`src/rtl/fp_capture_pkg.sv`:
```
// Shared FP32 field constants and class tags for the result-capture path.
// Also used by the ALU checker, so keep the class encodings stable.
package fp_capture_pkg;

  localparam int EXP_W  = 8;
  localparam int MANT_W = 23;
  localparam logic [EXP_W-1:0] EXP_MAX = 8'hFF;

  typedef logic [3:0] fp_class_t;

  localparam fp_class_t CLASS_NAN  = 4'b1000;
  localparam fp_class_t CLASS_INF  = 4'b0100;
  localparam fp_class_t CLASS_ZERO = 4'b0010;
  localparam fp_class_t CLASS_SUB  = 4'b0001;
  localparam fp_class_t CLASS_NORM = 4'b0000;

endpackage

```
`src/rtl/fp32_classify.sv`:
```
// Combinational IEEE-754 single-precision classifier; the sign bit is ignored.
module fp32_classify
  import fp_capture_pkg::*;
(
  input  logic [31:0] value,
  output fp_class_t   fp_class
);

  logic [EXP_W-1:0]  exp_field;
  logic [MANT_W-1:0] mant_field;

  assign exp_field  = value[30:23];
  assign mant_field = value[22:0];

  always_comb begin
    fp_class = CLASS_NORM;
    if (exp_field == EXP_MAX) begin
      fp_class = (mant_field != '0) ? CLASS_NAN : CLASS_INF;
    end else if (exp_field == '0) begin
      fp_class = (mant_field != '0) ? CLASS_SUB : CLASS_ZERO;
    end
  end

endmodule

```
`src/rtl/fp_result_capture.sv`:
```
// Captures ALU results on rising edges of storeData into a small tagged result
// memory, with a 1-cycle synchronous read port for dumping results afterwards.
module fp_result_capture
  import fp_capture_pkg::*;
#(
  parameter int unsigned DEPTH = 16,
  parameter int unsigned AW    = 4,
  parameter int unsigned WRAP  = 1
) (
  input  logic          clk,
  input  logic          reset,
  input  logic          storeData,
  input  logic [31:0]   result,
  input  logic          rd_en,
  input  logic [AW-1:0] rd_addr,
  output logic [31:0]   rd_data,
  output fp_class_t     rd_class,
  output logic          rd_valid,
  output logic [AW-1:0] wr_index,
  output logic [AW:0]   count,
  output logic          full,
  output logic          overflow
);

  localparam logic [AW:0] FULL_COUNT = (AW+1)'(DEPTH);

  logic [31:0] mem_reg [DEPTH];
  fp_class_t   cls_reg [DEPTH];

  logic      store_prev_reg;
  logic      store_pending_reg;
  logic      armed_reg;
  logic      store_rise;
  logic      do_write;
  fp_class_t result_class;

  fp32_classify u_classify (
    .value    (result),
    .fp_class (result_class)
  );

  // armed_reg stays low after reset until storeData is seen low, so a strobe
  // held high across reset deassertion is not mistaken for a new rising edge.
  assign store_rise = storeData && !store_prev_reg && armed_reg;
  assign full       = (count == FULL_COUNT);
  assign do_write   = store_pending_reg && (!full || (WRAP != 0));

  always_ff @(posedge clk or posedge reset) begin
    if (reset) begin
      store_prev_reg    <= 1'b0;
      store_pending_reg <= 1'b0;
      armed_reg         <= 1'b0;
      wr_index          <= '0;
      count             <= '0;
      overflow          <= 1'b0;
      rd_data           <= '0;
      rd_class          <= '0;
      rd_valid          <= 1'b0;
      for (int i = 0; i < DEPTH; i++) begin
        mem_reg[i] <= '0;
        cls_reg[i] <= '0;
      end
    end else begin
      store_prev_reg    <= storeData;
      armed_reg         <= armed_reg || !storeData;
      // Rising edges are at least two cycles apart, so a pending store always
      // commits on the very next edge.
      store_pending_reg <= store_rise;

      if (do_write) begin
        mem_reg[wr_index] <= result;
        cls_reg[wr_index] <= result_class;
        wr_index          <= wr_index + 1'b1;
      end

      if (store_pending_reg) begin
        if (full) begin
          overflow <= 1'b1;
        end else begin
          count <= count + 1'b1;
        end
      end

      // Reads see the pre-write contents when addressing the entry being written.
      rd_valid <= rd_en;
      if (rd_en) begin
        rd_data  <= mem_reg[rd_addr];
        rd_class <= cls_reg[rd_addr];
      end
    end
  end

endmodule

```
`config.mk`:
```
export PLATFORM = sky130hd
export DESIGN_NAME = fp_result_capture
export DESIGN_NICKNAME = d
export VERILOG_FILES = /design/src/rtl/fp_capture_pkg.sv /design/src/rtl/fp32_classify.sv /design/src/rtl/fp_result_capture.sv
export SDC_FILE = /design/constraint.sdc
export NUM_CORES = 1
export LEC_CHECK = 0
export ABC_CLOCK_PERIOD_IN_PS = 29900
export BUFFER_PORTS_ARGS = -buffer_cell sky130_fd_sc_hd__clkbuf_2
export CAP_MARGIN = 20
export CORE_MARGIN = 2
export CORE_UTILIZATION = 50
export DETAILED_ROUTE_END_ITERATION = 8
export GPL_ROUTABILITY_DRIVEN = 1
export PLACE_DENSITY = 0.68
export SETUP_SLACK_MARGIN = 0.5
export SLEW_MARGIN = 20
export SYNTH_ARGS = -nofsm -noshare
export SYNTH_HDL_FRONTEND = slang
export SYNTH_HIERARCHICAL = 1
export SYNTH_SLANG_ARGS = --single-unit
export TNS_END_PERCENT = 10
```
`constraint.sdc`:
```
create_clock -name clk -period 29.9 [get_ports clk]
set_input_delay 1.495 -clock clk [delete_from_list [all_inputs] [get_ports clk]]
set_output_delay 1.495 -clock clk [all_outputs]
set_load 0.02 [all_outputs]
```
# Word-level counts from Yosys, hierarchy flattened

Index checks and enable logic that the tools add are counted.

Register bits after elaboration: 626
Output and inout port bits: 48

Bitwise logic cells: 3
Add/sub/neg operators: 2
Equal/unequal tests: 2
$lt $le $gt $ge: 3
Multiplexer cells: 16
Reductions and logical operators: 10

Operators with widths:

| cell                                                                  | number |
|---|---|
| 512-bit bitwise mux                                                   | 1 |
| 32-bit binary-select mux with 4-bit select                            | 1 |
| 32-bit demux with 4-bit select                                        | 1 |
| 32-bit two-way mux                                                    | 3 |
| 64-bit bitwise mux                                                    | 1 |
| 4-bit two-way mux                                                     | 6 |
| 23-bit nonzero test                                                   | 1 |
| 4-bit binary-select mux with 4-bit select                             | 1 |
| 4-bit demux with 4-bit select                                         | 1 |
| 5-bit >= comparator (second input constant)                           | 2 |
| 4-bit NOT with 5-bit output                                           | 2 |
| 8-bit == test (second input constant)                                 | 1 |
| 8-bit logical NOT                                                     | 1 |
| 5-bit by 1-bit adder with 5-bit output (second input constant)        | 1 |
| 5-bit == test (second input constant)                                 | 1 |
| 5-bit by 1-bit < comparator with 1-bit output (second input constant) | 1 |
| 4-bit by 1-bit adder with 4-bit output (second input constant)        | 1 |
| 2-bit AND reduction                                                   | 2 |
| 1-bit logical AND                                                     | 3 |
| 1-bit logical NOT                                                     | 2 |
| 2-bit two-way mux                                                     | 1 |
| 1-bit logical OR                                                      | 1 |
| 1-bit NOT                                                             | 1 |

# Depth between registers and ports, before layout

Gate-level depths: netlist (run 1).

Depth after elaboration: 6
Depth in mapped cells: 6
Mapped depth without buffers: 5

# By module

Netlist (run 1), hierarchy kept.

By module, submodules not included:

| module            | area an instance (µm²) | cells each | times used |
|---|---|---|---|
| fp_result_capture | 28033.1                | 1694       | 1 |
| fp32_classify     | 135.1                  | 20         | 1 |

# Worst setup path after synthesis (run 1)

No wires, ideal clock.

Kind: input -> register
Start point: in result[18]
End point: reg cls_reg[10] (netlist name)
Stages on the path: 5
Buffers on the path: 1
Data required time: 29835 ps
Path slack: 27075 ps
Arrival: 2760 ps
Cells stage by stage: nor4_2 -> nand4_1 -> nor3_1 -> clkbuf_1 -> mux2_2

Word-level cells in the longest chain between the ends: 4

RTL lines:

| item                           | line                    | source |
|---|---|---|
| start: declaration             | fp_result_capture.sv:13 | `input logic [31:0] result,` |
| 23-bit nonzero test            | fp32_classify.sv:18     | `fp_class = (mant_field != '0) ? CLASS_NAN : CLASS_INF;` |
| 4-bit two-way mux              | fp32_classify.sv:18     |  |
| 4-bit two-way mux              | fp32_classify.sv:17     | `if (exp_field == EXP_MAX) begin` |
| named net result_class[2]      | fp_result_capture.sv:35 | `fp_class_t result_class;` |
| 64-bit bitwise mux             | fp_result_capture.sv:72 | `cls_reg[wr_index] <= result_class;` |
| end signal: indexed assignment | fp_result_capture.sv:72 |  |
| end: declaration               | fp_result_capture.sv:28 | `fp_class_t cls_reg [DEPTH];` |

The timed path passes the listed nets, and every way through them passes these cells.
A chain may end at the register's enable or synchronous reset.

==> reports/qor.yml, run 1 <==
run_status:
  status: "complete, no violations"
placed_design:
  preCtsSetupSlack_ns: 24.59
  portBuffers: 87
  placed_cells: 2431
  gp_congestion: 0.720
  hpwl_um: 34200
  dpl_cell_area_sq_um: 29000
sta:
  finalCritPeriodShare: 0.139
  fin_ws_ns: 25.75
  timing.fmax_ghz: 0.241
  slew_headroom: 0.304
  max_slew.worst_pin.slew_ns: 1.04
  grt_setup_unrepaired: "no"
  finalClockSkew_ns: 0.0207
  hold_viol: 0
  report.final.setup_viol: 0
  slew_viol_final: 0
  fin_tns_setup_ns: 0
  period_minus_slack_ns: 4.15
grt:
  top_usage_layer: "met2"
  first_global_vias: 16600
  antenna_found_initial: 0
  grt_first_pass_wirelength_um: 102000
  grtUsageMet1: 0.336
  grt-ovfl-total: 0
  use_met3: 0.0334
  use_met2: 0.373
  grt_max_degree: 192
  track_usage: 0.234
synth:
  ys_types: 38
  syn_area_sq_um: 28200
  yosys_warnings: 6
  ys_seq_elements: 626
  avgSynthCellArea_sq_um: 16.4
  synth_ff_type: "dfrtp_1"
  synth_xor_area_frac: 0.00218
  synth-simple-area-share: 0.0209
  synthesis.nets: 1760
  netlist_instances: 1714
  synthAdderAreaFrac: 0.00267
  ys_async_sr_fraction: 1.00
  ys_seq_area_frac: 0.556
  synth_compound_area_frac: 0.0200
  synth_top_family_by_area: "multiplexers"
  muxShareOfSynthArea: 0.365
  synth-edff-count: 0
clocking:
  cts_buffer_depth: 3
  clock-sinks: 626
  clock-root-buffer: "clkbuf_16"
  cts_resized: 0
  h-tree-depth: 3
  cts_setup_buffers: 0
  cts-hold-fix-buffers: 0
  cts_tree: "done"
  cts_buffers: 67
  clk_pin_slew_ns: 0.06
  clock_latency_ns: 0.59
floorplan:
  dieArea_sq_um: 58300
  start_util: 0.508
  die_w_um: 241
  rows: 86
  num_io_pins: 88
  core_area_sq_um: 55400
  die-height_um: 241
setup_path:
  worstPathArrival_ns: 4.78
  cp_max_fo: 130
  crit_path_start_kind: "input pin"
  cp-end-kind: "asynchronous set/reset pin"
  cp.required_ns: 30.54
  path_class: "in2async"
flow_run:
  maxCapViolCount: 0
routing:
  antenna_left: 0
  wl_per_cell_um: 25.4
  vias_per_cell: 6.02
  drc: 0
  wirelength_um: 64400
  first_pass_iters: 4
  via_count: 15300
  drt_first_iter_violations: 1085
power_and_ir_drop:
  p_per_area_nw_per_um2: 95.4
  netSwitchingFraction: 0.266
  ir_worst_vdd_v: 0.0000454
  p_clk_frac: 0.276
  leakagePower_nw: 13.5
  power.switching_mw: 0.791
  p_seq_frac: 0.473
  combPwrFrac: 0.251
  p_int_mw: 2.19
finish:
  multi_input_area_sq_um: 11600
  mostFrequentLayoutCell: "dfrtp_1"
  largest_reg_flops: 512
  fill_cells: 4287
  layout.nets: 1799
  stdcell_area_sq_um: 31200
  seq_area_sq_um: 15700
  antenna_cells: 0
  fin_cells: 2541
  drive_gt1_frac: 0.530
  syn_to_final_growth_pct: 10.8
  layout_common_cells: "626 x dfrtp_1, 515 x mux2_2, 144 x mux4_2, 83 x clkbuf_2, 71 x clkbuf_16"
min_path:
  hp-class: "reg2reg"
[layer usage]
metal | share of wire | vias up
li1 | - | 6524
met4 | 0.022 | 0
met2 | 0.48 | 294
met5 | 0 | -
met3 | 0.042 | 81
met1 | 0.45 | 8399
[synth_stat cells, types with 2 or more instances]
cell      count  area share
a21oi_1       2     0.00036
a221oi_1     36       0.011
and2_1        2     0.00044
buf_2        32      0.0057
buf_4        41       0.011
buf_6        21      0.0084
clkbuf_1     53      0.0071
dfrtp_1     626        0.56
ha_1          6      0.0027
inv_1         6     0.00080
mux2_1       12      0.0048
mux2_2      515        0.21
mux2_4       50       0.027
mux2i_1      36       0.013
mux4_2      144        0.12
nand2_1       9      0.0012
nand2b_1      2     0.00044
nand3_2       4      0.0014
nand3_4       4      0.0025
nand4_1       6      0.0013
nand4_2       4      0.0018
nor2_1       37      0.0049
nor3_1        3     0.00053
nor3_4        4      0.0023
nor4_1        4     0.00089
nor4_2        3      0.0013
o22ai_1      36      0.0080
xnor2_1       6      0.0019
[critical path, cell delays in order]
cell      delay [ns]
clkbuf_2        0.12
inv_8           0.58
buf_4           0.88
buf_4           0.90
buf_6           0.66
[power by group through the flow]
stage | registers [mW] | clock network [mW] | logic (mW)
3_3_place_gp | 1.39 | 0 | 0.726
5_1_grt | 1.45 | 0.881 | 0.810
3_5_place_dp | 1.42 | 0 | 0.755
2_1_floorplan | 1.38 | 0 | 0.611
4_1_cts | 1.41 | 0.843 | 0.756
6_report | 1.41 | 0.823 | 0.746
[area by class of cell]
| cell class | instances | share of cell area |
|---|---|---|
| clock buffer | 98 | 0.0656 |
| multi-input combinational | 935 | 0.373 |
| timing repair buffer | 117 | 0.0246 |
| clock inverter | 11 | 0.00429 |
| tap | 748 | 0.0300 |
| sequential | 626 | 0.502 |
| inverter | 6 | 0.000962 |
[cells by family (layout without fill, tap and decap cells)]
| group | after synthesis | count (layout) |
|---|---|---|
| flip-flops | 626 | 626 |
| multiplexers | 757 | 757 |
| XOR/XNOR | 7 | 7 |
| adder cells (fa/ha/maj) | 6 | 6 |
| buffers and inverters | 153 | 232 |
| AO/OA/AOI/OAI | 76 | 76 |
| AND/OR/NAND/NOR | 89 | 89 |
[metrics by stage]
step / util / hold WS [ns] / power, mW
2_1_floorplan: - / 0.377 / 1.99
3_3_place_gp: 0.522 / 0.389 / 2.12
3_5_place_dp: 0.523 / 0.391 / 2.17
4_1_cts: 0.562 / 0.398 / 3.01
5_1_grt: 0.563 / 0.415 / 3.14
6_report: 0.563 / 0.392 / 2.98
[path summary, 6_finish.rpt]
check,start,slack [ns],cells past startpoint,end
min in group asynchronous,reset,1.08,2,count[1]$_DFFE_PP0P_
hold / removal,store_prev_reg$_DFF_PP0_,0.39,1,do_write$_DFF_PP0_
setup reg to reg,wr_index[2]$_DFFE_PP0P_,26.79,4,mem_reg[341]$_DFFE_PP0P_
hold reg to reg,store_prev_reg$_DFF_PP0_,0.39,1,do_write$_DFF_PP0_
setup / recovery,reset,25.75,5,mem_reg[398]$_DFFE_PP0P_
max in group clk,rd_addr[3],26.25,6,rd_data[4]$_DFFE_PP0P_
Power figures use the tool's default switching activity.
==> run 2: changes to the inputs <==
--- a/config.mk
+++ b/config.mk
@@ -5,14 +5,14 @@
 export SDC_FILE = /design/constraint.sdc
 export NUM_CORES = 1
 export LEC_CHECK = 0
-export ABC_CLOCK_PERIOD_IN_PS = 29900
+export ABC_CLOCK_PERIOD_IN_PS = 3800
 export BUFFER_PORTS_ARGS = -buffer_cell sky130_fd_sc_hd__clkbuf_2
 export CAP_MARGIN = 20
 export CORE_MARGIN = 2
 export CORE_UTILIZATION = 50
 export DETAILED_ROUTE_END_ITERATION = 8
 export GPL_ROUTABILITY_DRIVEN = 1
-export PLACE_DENSITY = 0.68
+export PLACE_DENSITY = 0.71
 export SETUP_SLACK_MARGIN = 0.5
 export SLEW_MARGIN = 20
 export SYNTH_ARGS = -nofsm -noshare
==> constraint.sdc (replaced) <==
create_clock -name clk -period 3.8 [get_ports clk]
set_input_delay 0.19 -clock clk [delete_from_list [all_inputs] [get_ports clk]]
set_output_delay 0.19 -clock clk [all_outputs]
set_load 0.02 [all_outputs]
==> run 2 against run 1 <==
  * Clock power grew to 7.4 times the previous value
  * Critical endpoint is now mem_reg[211]$_DFFE_PP0P_
  * Sequential share of layout area decreased by 0.062 points
  * Sequential power rose to 7.8 times the previous value
  * Global-route usage down 1.0 points
  * Combinational power grew to 8.1 times the previous value
  * First-iteration DRC count fell by 8.0%
  * Cell area rose by 0.12%
  * Sequential cell count stayed put
  * Hold slack got worse by 0.33 ns
  * Register-to-register slack lost 26 ns
  * Count of clock-buffer cells in the layout decreased by 7
  * Clock skew about the same
==> reports/qor.yml, run 2 (synthesis results as in run 1) <==
clocking:
  clk_pin_slew_ns: 0.06  # about the same
  clock-sinks: 626  # unchanged
  clock_latency_ns: 0.62  # was 0.59 ns
  cts_tree: "done"  # unchanged
  clock-root-buffer: "clkbuf_16"  # unchanged
  cts_setup_buffers: 0  # unchanged
  cts_buffers: 61  # was 67
  cts_resized: 0  # unchanged
  cts_buffer_depth: 3  # unchanged
  cts-hold-fix-buffers: 3  # was 0
  h-tree-depth: 2  # was 3
min_path:
  min_from: "result[31]"  # was store_prev_reg$_DFF_PP0_
  min_to: "mem_reg[223]$_DFFE_PP0P_"  # was do_write$_DFF_PP0_
  hp-class: "in2reg"  # was reg2reg
  whs_path_depth: 2  # was 1
sta:
  hold_viol: 0  # unchanged
  slew_headroom: 0.267  # was 0.304
  timing.fmax_ghz: 0.357
  grt_setup_unrepaired: "no"  # unchanged
  finalCritPeriodShare: 0.737
  slew_viol_final: 0  # unchanged
  report.final.setup_viol: 0  # unchanged
  fin_tns_setup_ns: 0  # unchanged
  holdWs_ns: 0.0619  # was 0.392 ns
  period_minus_slack_ns: 2.80
  finalClockSkew_ns: 0.0205  # was 0.0207 ns
  max_slew.worst_pin.slew_ns: 1.10  # was 1.04 ns
routing:
  wl_per_cell_um: 24.6  # was 25.4 um
  drt_first_iter_violations: 998  # was 1085
  antenna_left: 0  # unchanged
  first_pass_iters: 4  # unchanged
  via_count: 15300  # about the same
  wirelength_um: 62800  # was 64400 um
  drc: 0  # unchanged
  vias_per_cell: 6.00  # was 6.02
finish:
  seq_area_sq_um: 15700  # unchanged
  mostFrequentLayoutCell: "dfrtp_1"  # unchanged
  multi_input_area_sq_um: 11600  # about the same
  largest_reg_flops: 512  # unchanged
  layout_common_cells: "626 x dfrtp_1, 515 x mux2_2, 144 x mux4_2, 83 x clkbuf_2, 63 x clkbuf_16"  # was 626 x dfrtp_1, 515 x mux2_2, 144 x mux4_2, 83 x clkbuf_2, 71 x clkbuf_16
  antenna_cells: 0  # unchanged
  fill_cells: 4228  # was 4287
  fin_cells: 2556  # was 2541
  layout.nets: 1807  # was 1799
  syn_to_final_growth_pct: 10.9  # was 10.8%
  drive_gt1_frac: 0.530  # about the same
floorplan:
  start_util: 0.508  # unchanged
  die-height_um: 241  # unchanged
  core_area_sq_um: 55400  # unchanged
  num_io_pins: 88  # unchanged
  die_w_um: 241  # unchanged
  rows: 86  # unchanged
  dieArea_sq_um: 58300  # unchanged
flow_run:
  maxCapViolCount: 0  # unchanged
power_and_ir_drop:
  p_per_area_nw_per_um2: 741  # was 95.4 nW/um^2
  ir_worst_vdd_v: 0.000414  # was 0.0000454 V
  leakagePower_nw: 13.5  # about the same
  p_total_mw: 23.2  # was 2.98 mW
placed_design:
  placed_cells: 2443  # was 2431
  hpwl_um: 36100  # was 34200 um
  gp_congestion: 0.732  # was 0.720
  portBuffers: 87  # unchanged
setup_path:
  rrSetupSlack_ns: 1.0  # was 26.79 ns
  cp.required_ns: 4.29  # was 30.54 ns
  r2r_end: "mem_reg[211]$_DFFE_PP0P_"  # was mem_reg[341]$_DFFE_PP0P_
  cp.depth: 3  # was 5
  cp-end-kind: "flip-flop"  # was asynchronous set/reset pin
  timing.rr.start: "wr_index[3]$_DFFE_PP0P_"  # was wr_index[2]$_DFFE_PP0P_
  path_delay_family: "simple AND/OR/NAND/NOR gates"  # was buffers and inverters
  reg2reg_depth: 3  # was 4
  cp_max_fo: 36  # was 130
  path_buf_inv: 0  # was 5
  cp_cell_sequence: "and2b_1 -> nand3_4 -> mux2_4"  # was clkbuf_2 -> inv_8 -> buf_4 -> buf_4 -> buf_6
  path_class: "reg2reg"  # was in2async
  slowest_stage: "dfrtp_1"  # was buf_4
  crit_path_start_kind: "flip-flop"  # was input pin
  critPathMaxStageDelay_ns: 0.88  # was 0.90 ns
  worstPathArrival_ns: 3.30  # was 4.78 ns
grt:
  track_usage: 0.223  # was 0.234
  antenna_found_initial: 0  # unchanged
  grt_max_degree: 125  # was 192
  grt-ovfl-total: 0  # unchanged
  first_global_vias: 16400  # was 16.6k
  grt_first_pass_wirelength_um: 98400  # was 102000 um
run_status:
  status: "complete, no violations"  # unchanged
-- run 2: cell count changes in the layout (fill, tap and decap cells not counted), sizes merged --
cell         delta
buf            +11
clkbuf          -7
clkinv          +7
dlygate4sd3     +3
bufinv          +1
clkinvlp        +1
inv             -1
-- run 2: layout make-up --
cell class / instances / share of cell area
multi-input cells: 935 / 0.372
clock buffers: 91 / 0.0586
clock inverters: 19 / 0.00649
well taps: 748 / 0.0300
flip-flops and latches: 626 / 0.501
repair buffers: 131 / 0.0309
inverters: 6 / 0.000841
-- run 2: worst reg2reg max path, stage by stage, from the launching register on --
cell	delay, ns
dfrtp_1	0.88
and2b_1	0.45
nand3_4	0.74
mux2_4	0.60
-- run 2: worst max-delay path by stage --
stage / startpoint / endpoint / slack, ns
2_1_floorplan: reset / armed_reg$_DFF_PP0_ / -4.94
3_3_place_gp: wr_index[3]$_DFFE_PP0P_ / mem_reg[206]$_DFFE_PP0P_ / 1.08
3_5_place_dp: wr_index[3]$_DFFE_PP0P_ / mem_reg[196]$_DFFE_PP0P_ / 0.98
4_1_cts: wr_index[3]$_DFFE_PP0P_ / mem_reg[211]$_DFFE_PP0P_ / 0.98
5_1_grt: wr_index[3]$_DFFE_PP0P_ / mem_reg[209]$_DFFE_PP0P_ / 0.89
6_report: wr_index[3]$_DFFE_PP0P_ / mem_reg[211]$_DFFE_PP0P_ / 1.0
-- run 2: layer usage --
metal | GRT usage | part of all wire | up-vias
met5 | 0 | 0 | -
met4 | 0.0546 | 0.019 | 0
met3 | 0.0417 | 0.043 | 93
met2 | 0.365 | 0.49 | 277
met1 | 0.313 | 0.44 | 8405
li1 | - | - | 6555
-- run 2: power breakdown --
group	internal, mW	switching, mW	total (mW)
registers	9.55	1.49	11.0
logic	3.78	2.23	6.01
clock network	3.58	2.53	6.11
-- run 2: per-stage QoR --
step                utilization  worst slack (ns)  cell area (sq um)
floorplan                     -             -4.94              28200
global placement          0.527              1.08              29200
detailed placement        0.527             0.981              29200
CTS                       0.564             0.976              31200
global route              0.564             0.887              31200
finish                    0.564             0.998              31200
==> run 3: changes to the inputs <==
--- a/config.mk
+++ b/config.mk
@@ -5,14 +5,14 @@
 export SDC_FILE = /design/constraint.sdc
 export NUM_CORES = 1
 export LEC_CHECK = 0
-export ABC_CLOCK_PERIOD_IN_PS = 3800
+export ABC_CLOCK_PERIOD_IN_PS = 2750
 export BUFFER_PORTS_ARGS = -buffer_cell sky130_fd_sc_hd__clkbuf_2
 export CAP_MARGIN = 20
 export CORE_MARGIN = 2
 export CORE_UTILIZATION = 50
 export DETAILED_ROUTE_END_ITERATION = 8
 export GPL_ROUTABILITY_DRIVEN = 1
-export PLACE_DENSITY = 0.71
+export PLACE_DENSITY = 0.68
 export SETUP_SLACK_MARGIN = 0.5
 export SLEW_MARGIN = 20
 export SYNTH_ARGS = -nofsm -noshare
==> constraint.sdc (replaced) <==
create_clock -name clk -period 2.75 [get_ports clk]
set_input_delay 0.1375 -clock clk [delete_from_list [all_inputs] [get_ports clk]]
set_output_delay 0.1375 -clock clk [all_outputs]
set_load 0.02 [all_outputs]
==> run 3 against run 2 <==
  * Clock skew increased by 0.0039 ns
  * Highest routed layer unchanged
  * Hold slack got worse by 0.027 ns
  * Sequential cell count unchanged
  * Setup slack got worse by 0.49 ns
  * Wire length increased by 3.1%
  * Core utilization increased by 1.4 points
  * Count of clock-buffer cells in the layout increased by 4
  * First-iteration DRC count increased by 1.1%
  * Sequential share of layout area decreased by 1.3 points
  * Fmax increased by 25%
  * Critical path depth increased by 3
  * Non-clock buffer count increased by 48
==> reports/qor.yml, run 3 (synthesis results as in run 1) <==
routing:
  wl_per_cell_um: 24.8  # was 24.6 um
  vias_per_cell: 5.92  # was 6.00
  wirelength_um: 64800  # was 62800 um
  antenna_left: 0  # unchanged
  first_pass_iters: 5  # was 4
  via_count: 15500  # was 15.3k
  drt_first_iter_violations: 1009  # was 998
  drc: 0  # unchanged
finish:
  layout_common_cells: "625 x dfrtp_1, 515 x mux2_2, 144 x mux4_2, 83 x clkbuf_2, 69 x clkbuf_16"  # was 626 x dfrtp_1, 515 x mux2_2, 144 x mux4_2, 83 x clkbuf_2, 63 x clkbuf_16
  fill_cells: 4243  # was 4228
  largest_reg_flops: 512  # unchanged
  fin_util: 0.578  # was 0.564
  stdcell_area_sq_um: 32100  # was 31200 sq um
  mostFrequentLayoutCell: "dfrtp_1"  # unchanged
  layout.nets: 1862  # was 1807
  fin_cells: 2614  # was 2556
  drive_gt1_frac: 0.544  # was 0.530
  syn_to_final_growth_pct: 13.8  # was 10.9%
power_and_ir_drop:
  p_clk_frac: 0.276  # was 0.264
  power.switching_mw: 8.77  # was 6.25 mW
  leakagePower_nw: 13.9  # was 13.5 nW
  netSwitchingFraction: 0.269  # was 0.270
  ir_worst_vdd_v: 0.000503  # was 0.000414 V
  combPwrFrac: 0.258  # was 0.260
  p_total_mw: 32.6  # was 23.2 mW
  p_per_area_nw_per_um2: 1020  # was 741 nW/um^2
  p_int_mw: 23.9  # was 16.9 mW
  p_seq_frac: 0.466  # was 0.477
clocking:
  clk_pin_slew_ns: 0.06  # about the same
  clock-root-buffer: "clkbuf_16"  # unchanged
  clock_latency_ns: 0.60  # was 0.62 ns
  cts_tree: "done"  # unchanged
  cts_buffers: 67  # was 61
  h-tree-depth: 3  # was 2
  cts_buffer_depth: 3  # unchanged
  clock-sinks: 626  # unchanged
sta:
  grt_setup_unrepaired: "yes"  # was no
  slew_viol_final: 0  # unchanged
  timing.fmax_ghz: 0.446  # was 0.357 GHz
  period_minus_slack_ns: 2.24  # was 2.80 ns
  max_slew.worst_pin.slew_ns: 0.980  # was 1.10 ns
  finalCritPeriodShare: 0.815  # was 0.737
  hold_viol: 0  # unchanged
  finalClockSkew_ns: 0.0244  # was 0.0205 ns
  report.final.setup_viol: 0  # unchanged
  slew_headroom: 0.341  # was 0.267
  fin_ws_ns: 0.509  # was 0.998 ns
grt:
  track_usage: 0.234  # was 0.223
  grt-ovfl-total: 0  # unchanged
  antenna_found_initial: 1  # was 0
  grt_max_degree: 104  # was 125
  grt_first_pass_wirelength_um: 102000  # was 98400 um
  first_global_vias: 16600  # was 16.4k
placed_design:
  gp_congestion: 0.744  # was 0.732
  portBuffers: 87  # unchanged
  dpl_cell_area_sq_um: 29700  # was 29200 sq um
  hpwl_um: 38100  # was 36100 um
  preCtsSetupSlack_ns: 0.121  # was 0.981 ns
  placed_cells: 2478  # was 2443
floorplan:
  die-height_um: 241  # unchanged
  rows: 86  # unchanged
  core_area_sq_um: 55400  # unchanged
  start_util: 0.508  # unchanged
  die_w_um: 241  # unchanged
  dieArea_sq_um: 58300  # unchanged
  num_io_pins: 88  # unchanged
run_status:
  status: "complete, no violations"  # unchanged
setup_path:
  timing.rr.start: "wr_index[1]$_DFFE_PP0P_"  # was wr_index[3]$_DFFE_PP0P_
  crit_path_start_kind: "flip-flop"  # unchanged
  path_class: "reg2reg"  # unchanged
  cp-startpoint: "wr_index[1]$_DFFE_PP0P_"  # was wr_index[3]$_DFFE_PP0P_
  cp_max_fo: 36  # unchanged
  worstPathArrival_ns: 2.70  # was 3.30 ns
  cp.required_ns: 3.21  # was 4.29 ns
  cp-end-kind: "flip-flop"  # unchanged
min_path:
  hp-class: "in2reg"  # unchanged
  min_from: "result[19]"  # was result[31]
flow_run:
  maxCapViolCount: 0  # unchanged
==> run 3: changes by cell type in the layout (fill, tap and decap cells not counted), moves of 2 or more <==
cell	change
buf_12	+19
buf_4	+26
clkbuf_16	+6
clkinvlp_4	+2
dlygate4sd3_1	+3
inv_6	+2
==> run 3: power groups by stage <==
stage	Clock, mW	Sequential [mW]	Combinational (mW)
finish	9.00	15.2	8.43
global route	9.56	15.7	9.13
CTS	9.19	15.2	8.53
detailed placement	0	15.4	8.43
global placement	0	15.1	8.15
floorplan	0	15.0	6.65
==> run 3: timing repair <==
item                                    in CTS  in global routing
pin swaps                                    1                  1
resized for setup                            3                  0
endpoints found under the hold margin       39                  0
setup buffers                                1                  9
endpoints found under the setup margin     182                206
gates cloned                                 1                  0
hold buffers                                 6                  0
==> run 3: critical path, cell delays in order, from the launching register on <==
cell and delay [ns]:
dfrtp_1 0.43, inv_1 0.11, ha_1 0.50, nand2_1 0.17, nor3_4 0.19, buf_12 0.31
mux2_2 0.37
==> run 3: final cells by class <==
type | count | area, sq um | share of cell area
antenna | 1 | 2.50 | 0.0000781
sequential | 626 | 15700 | 0.489
tap | 748 | 936 | 0.0292
multi-input combinational | 936 | 11700 | 0.364
clock inverter | 23 | 231 | 0.00722
clock buffer | 95 | 1960 | 0.0613
timing repair buffer | 179 | 1570 | 0.0490
inverter | 6 | 26.3 | 0.000820
==> run 3: path summary, 6_finish.rpt <==
| check | to | slack [ns] | cells after the start |
|---|---|---|---|
| max in group asynchronous | mem_reg[493]$_DFFE_PP0P_ | 1.55 | 5 |
| min in group asynchronous | mem_reg[440]$_DFFE_PP0P_ | 0.11 | 3 |
| setup / recovery | mem_reg[461]$_DFFE_PP0P_ | 0.51 | 6 |
| hold reg to reg | do_write$_DFF_PP0_ | 0.40 | 1 |
| hold / removal | mem_reg[435]$_DFFE_PP0P_ | 0.03 | 3 |
| setup reg to reg | mem_reg[461]$_DFFE_PP0P_ | 0.51 | 6 |
==> run 3: layer usage <==
| metal | share of wire | global-route usage | vias to the layer above |
|---|---|---|---|
| met5 | 0 | 0 | - |
| met4 | 0.025 | 0.0737 | 0 |
| met3 | 0.037 | 0.0313 | 86 |
| met2 | 0.48 | 0.375 | 273 |
| met1 | 0.46 | 0.336 | 8462 |
| li1 | - | - | 6660 |
==> run 3: per-stage QoR <==
| step | hold slack [ns] | setup TNS (ns) |
|---|---|---|
| 5_1_grt | 0.0391 | 0 |
| 3_3_place_gp | 0.146 | 0 |
| 4_1_cts | 0.00191 | 0 |
| 3_5_place_dp | 0.152 | 0 |
| 2_1_floorplan | 0.169 | -3714.94 |
| 6_report | 0.0350 | 0 |
